$ cat config.mk
export PLATFORM = sky130hd
export DESIGN_NAME = dffs_preset_sequencer
export DESIGN_NICKNAME = d
export VERILOG_FILES = /design/src/rtl/dffs_preset_sequencer.sv
export SDC_FILE = /design/constraint.sdc
export NUM_CORES = 1
export LEC_CHECK = 0
export BUFFER_PORTS_ARGS = -buffer_cell sky130_fd_sc_hd__buf_2
export CORE_MARGIN = 1.5
export CORE_UTILIZATION = 49
export DETAILED_ROUTE_END_ITERATION = 16
export HOLD_SLACK_MARGIN = 0.12
export PLACE_DENSITY = 0.85
export SETUP_SLACK_MARGIN = 0.02
export SKIP_CTS_REPAIR_TIMING = 1
export SYNTH_ARGS = -nofsm -noshare
export SYNTH_HDL_FRONTEND = slang
export SYNTH_SLANG_ARGS = --single-unit
$ cat constraint.sdc
create_clock -name CK -period 2.1 [get_ports CK]
set_input_delay 0.42 -clock CK [delete_from_list [all_inputs] [get_ports CK]]
set_output_delay 0.42 -clock CK [all_outputs]
set_load 0.02 [all_outputs]
$ cat src/rtl/dffs_preset_sequencer.sv
// Preset/load sequencer for a bank of set-able flops: synchronizes a preset
// request into a minimum-width SN pulse, enforces recovery, then gates loads.
module dffs_preset_sequencer #(
   parameter int WIDTH       = 8,
   parameter int SYNC_STAGES = 2,
   parameter int ASSERT_CYC  = 4,
   parameter int RECOVER_CYC = 2
) (
   input  logic             CK,
   input  logic             RST,
   input  logic             PRESET_REQ,
   input  logic             IN_VALID,
   output logic             IN_READY,
   input  logic [WIDTH-1:0] IN_DATA,
   output logic             SN,
   output logic [WIDTH-1:0] D,
   output logic             LOAD,
   output logic             BUSY
);

   localparam int MAX_CYC = (ASSERT_CYC > RECOVER_CYC) ? ASSERT_CYC : RECOVER_CYC;
   localparam int CW      = (MAX_CYC > 1) ? $clog2(MAX_CYC) : 1;

   localparam logic [CW-1:0] CNT_ZERO     = {CW{1'b0}};
   localparam logic [CW-1:0] CNT_ONE      = CW'(1);
   localparam logic [CW-1:0] ASSERT_LAST  = CW'(ASSERT_CYC - 1);
   localparam logic [CW-1:0] RECOVER_LAST = CW'(RECOVER_CYC - 1);
   localparam logic [WIDTH-1:0] ALL_ONES  = {WIDTH{1'b1}};

   typedef enum logic [1:0] {
      ST_RUN     = 2'd0,
      ST_ASSERT  = 2'd1,
      ST_RECOVER = 2'd2
   } state_t;

   state_t                 state_r;
   logic [CW-1:0]          cnt_r;
   logic [SYNC_STAGES-1:0] sync_r;
   logic                   sn_r;
   logic [WIDTH-1:0]       d_r;
   logic                   load_r;
   logic                   busy_r;
   logic                   req_s;
   logic                   xfer_s;

   assign req_s    = sync_r[SYNC_STAGES-1];
   assign IN_READY = (state_r == ST_RUN) && !req_s;
   assign xfer_s   = IN_VALID && IN_READY;

   assign SN   = sn_r;
   assign D    = d_r;
   assign LOAD = load_r;
   assign BUSY = busy_r;

   // Request synchronizer, sequencing FSM and all registered bank-side outputs.
   always_ff @(posedge CK) begin
      if (RST) begin
         state_r <= ST_ASSERT;
         cnt_r   <= CNT_ZERO;
         sync_r  <= {SYNC_STAGES{1'b0}};
         sn_r    <= 1'b0;
         d_r     <= ALL_ONES;
         load_r  <= 1'b0;
         busy_r  <= 1'b1;
      end else begin
         sync_r <= {sync_r[SYNC_STAGES-2:0], PRESET_REQ};
         load_r <= 1'b0;
         case (state_r)
            ST_RUN: begin
               if (req_s) begin
                  state_r <= ST_ASSERT;
                  cnt_r   <= CNT_ZERO;
                  sn_r    <= 1'b0;
                  d_r     <= ALL_ONES;
                  busy_r  <= 1'b1;
               end else if (xfer_s) begin
                  d_r    <= IN_DATA;
                  load_r <= 1'b1;
               end else begin
                  d_r <= d_r;
               end
            end
            ST_ASSERT: begin
               d_r <= ALL_ONES;
               // D is already all ones here, so SN rises with D stable.
               if (cnt_r == ASSERT_LAST) begin
                  if (!req_s) begin
                     state_r <= ST_RECOVER;
                     cnt_r   <= CNT_ZERO;
                     sn_r    <= 1'b1;
                  end else begin
                     cnt_r <= cnt_r;
                  end
               end else begin
                  cnt_r <= cnt_r + CNT_ONE;
               end
            end
            ST_RECOVER: begin
               if (req_s) begin
                  state_r <= ST_ASSERT;
                  cnt_r   <= CNT_ZERO;
                  sn_r    <= 1'b0;
               end else if (cnt_r == RECOVER_LAST) begin
                  state_r <= ST_RUN;
                  cnt_r   <= CNT_ZERO;
                  busy_r  <= 1'b0;
               end else begin
                  cnt_r <= cnt_r + CNT_ONE;
               end
            end
            default: begin
               state_r <= ST_ASSERT;
               cnt_r   <= CNT_ZERO;
               sn_r    <= 1'b0;
               d_r     <= ALL_ONES;
               busy_r  <= 1'b1;
            end
         endcase
      end
   end

   dffs_preset_sequencer_chk #(.WIDTH(WIDTH)) u_chk (
      .CK   (CK),
      .RST  (RST),
      .SN   (SN),
      .D    (D),
      .LOAD (LOAD),
      .BUSY (BUSY)
   );

endmodule

// Checker for bank-side invariants of the preset sequencer.
module dffs_preset_sequencer_chk #(
   parameter int WIDTH = 8
) (
   input logic             CK,
   input logic             RST,
   input logic             SN,
   input logic [WIDTH-1:0] D,
   input logic             LOAD,
   input logic             BUSY
);

   a_d_stable_on_sn_rise: assert property (@(posedge CK) disable iff (RST)
      $rose(SN) |-> $stable(D));

   a_load_only_in_run: assert property (@(posedge CK) disable iff (RST)
      LOAD |-> (SN && !BUSY));

endmodule

==> results.yml <==
outcome:
  status: "finished, violations left"
  violations: "DRC"
critical_path:
  crit_path_end_kind: "output port"
  crit_type: "reg2out"
  path_delay_family: "buffers and inverters"
  path_cells: "inv_1, ha_1, nand2b_1, inv_1, buf_2"
  cp_slowest_cell: "dfxtp_1"
  max_stage_delay_ps: 330
  cp_num_buf_inv: 3
  start_kind: "flop"
  crit_top_cell: "inv_1"
  crit_arrival_ps: 1530
  worstPathRequired_ps: 1680
  path_max_fanout: 9
floorplan:
  fp.dieH_um: 44.7
  row_count: 14
  core_sq_um: 1560
  die_width_um: 44.7
  fp.dieArea_sq_um: 2000
  initial_core_util_pct: 54.6
  io-pin-count: 24
logic_synthesis:
  synth_warnings: 0
  synth_common_cells: "dfxtp_1 (17), a21oi_1 (10), nor2_1 (10)"
  synth_top_family_by_area: "compound AO/OA/AOI/OAI gates"
  syn_avg_cell_area_sq_um: 8.96
  synth_simple_gate_area_share_pct: 17.1
  synthMuxAreaShare_pct: 0
  ys_seq_area_share_pct: 40.0
  synth_area_leader_cell: "dfxtp_1"
  synth_cell_types: 29
  synth_area_sq_um: 851
  synthAdderAreaFrac_pct: 8.82
  synth_xor_area_share_pct: 0
  synth_compound_area_share_pct: 24.9
  syn_nets: 113
  synth-seq-cells: 17
  synth-edff-count: 0
  async_flop_share_pct: 0
  synth_top_area_share_pct: 40.0
  synth_area_leaders: "dfxtp_1 (40%), ha_1 (8.8%), o21bai_1 (7.1%)"
  yosysMostFrequentCell: "dfxtp_1"
  synth_ff_type: "dfxtp_1"
  synth_cells: 95
min_path:
  hold_path_class: "in2reg"
drt:
  wl_met3_um: 100
  drtPass1Iterations: 11
  post-route-drc-count: 1
  drt-met1-wl_um: 860
  viasPerCell: 5.66
  drtIter0Drc: 16
  wl_per_cell_um: 14.0
  routed_wl_um: 1830
  dr_total_vias: 741
  ant_nets: 0
  wl_met2_um: 842
  routed.top_layer: "met4"
pwr:
  power_w: 0.000865
  ir_worst_vdd_mv: 0.596
  p_per_area_nw_per_um2: 897
  p_leak_nw: 0.453
placement:
  io_buffers: 23
  hpwl_um: 1360
  place_congestion: 0.866
cts:
  clk_pin_slew_ps: 110
  cts_made_buffers: 3
  cts_root_buf: "clkbuf_4"
  clockBufferDepth: 2
  cts_tree: "yes"
  clock-sinks: 17
  cts_htree_levels: 1
  clk_latency_ps: 300
sta:
  setup_viol: 0
  max-slew-margin-rel_pct: 75.4
  finalHoldWorstSlack_ps: 324
  worst_pin_slew_ps: 367
  rsz0062_at_grt: "no"
  fin_crit_sh_pct: 93.1
  layout_min_cycle_time_ps: 1950
  max_freq_mhz: 512
  slew_violations: 0
  finalHoldViolCount: 0
  finalSetupTns_ps: 0
  fin_skew_ps: 7.15
final_layout:
  insertedDiodeCount: 0
  fill_cells: 150
  fin_nets: 134
  multi_input_area_sq_um: 432
  post-route-util_pct: 61.9
  area_growth_pct: 13.4
  drive_above_1_share_pct: 25.2
  seqCellArea_sq_um: 340
global_route:
  grt.overflow.total: 0
  grtUsageTotal_pct: 22.0
  grt_pass1_vias: 766
  antenna_found_initial: 0
  grt_start_max_net_pins: 20
  grt_pass1_wl_um: 3240
job:
  max_cap_viol_count: 0
==> state kept, by name, indices dropped and copies added (netlist names) <==
register and cells:
BUSY 1, state_r 2, D 8, LOAD 1
sync_r 2, SN 1, cnt_r 2
==> layout make-up <==
class | instances | area share [%]
repair buffers | 23 | 11.9
clock inverters | 1 | 0.519
flip-flops and latches | 17 | 35.3
multi-input cells | 63 | 44.7
inverters | 8 | 3.11
clock buffers | 3 | 2.33
well taps | 16 | 2.08
==> report_power, final <==
part           leakage [nW]  switching, W  internal, W  total [W]
Combinational         0.297      0.000172     0.000124   0.000296
Sequential            0.138     0.0000256     0.000359   0.000384
Clock                0.0177      0.000114    0.0000710   0.000185
Total                 0.453      0.000311     0.000554   0.000865
==> layer usage <==
metal,track usage (%),up-vias
met3,5.31,4
met5,0,-
met2,36.2,24
met4,6.06,0
met1,28.4,340
li1,-,373
==> worst register-to-register path, stage by stage (launching register included) <==
cell and delay, ps:
dfxtp_1 330, inv_1 100, ha_1 320, or3b_1 520, a21oi_1 220, o21bai_1 90
==> worst paths after layout <==
check | from | endpoint | slack (ps) | cells after the start
max | state_r[1]$_SDFFE_PP0P_ | IN_READY | 150 | 5
min | PRESET_REQ | sync_r[0]$_SDFF_PP0_ | 320 | 2
max reg2reg | state_r[1]$_SDFFE_PP0P_ | D[6]$_SDFFE_PP1P_ | 430 | 5
min reg2reg | sync_r[0]$_SDFF_PP0_ | sync_r[1]$_SDFF_PP0_ | 460 | 1
==> kinds of logic (layout without fill, tap and decap cells) <==
logic type	Yosys count	after routing
fa+ha+maj	6	6
simple gates	26	26
flops	17	17
compound gates	31	31
buf+inv	15	35
==> per-stage QoR <==
step           area (sq um)  std cells  worst slack, ps
6_report                965        131              145
5_1_grt                 965        131             82.6
4_1_cts                 965        131              161
3_5_place_dp            937        127              448
3_3_place_gp            937        127              545
2_1_floorplan           851         95              615
==> layout by cell type (no fill, tap or decap), types with 3 or more instances in the layout <==
master,n
buf_2,23
inv_1,7
clkbuf_4,3
a21oi_1,10
nand2_1,3
dfxtp_1,17
o21bai_1,8
nor2b_1,3
ha_1,6
nor2_1,10
Power figures use the tool's default switching activity.
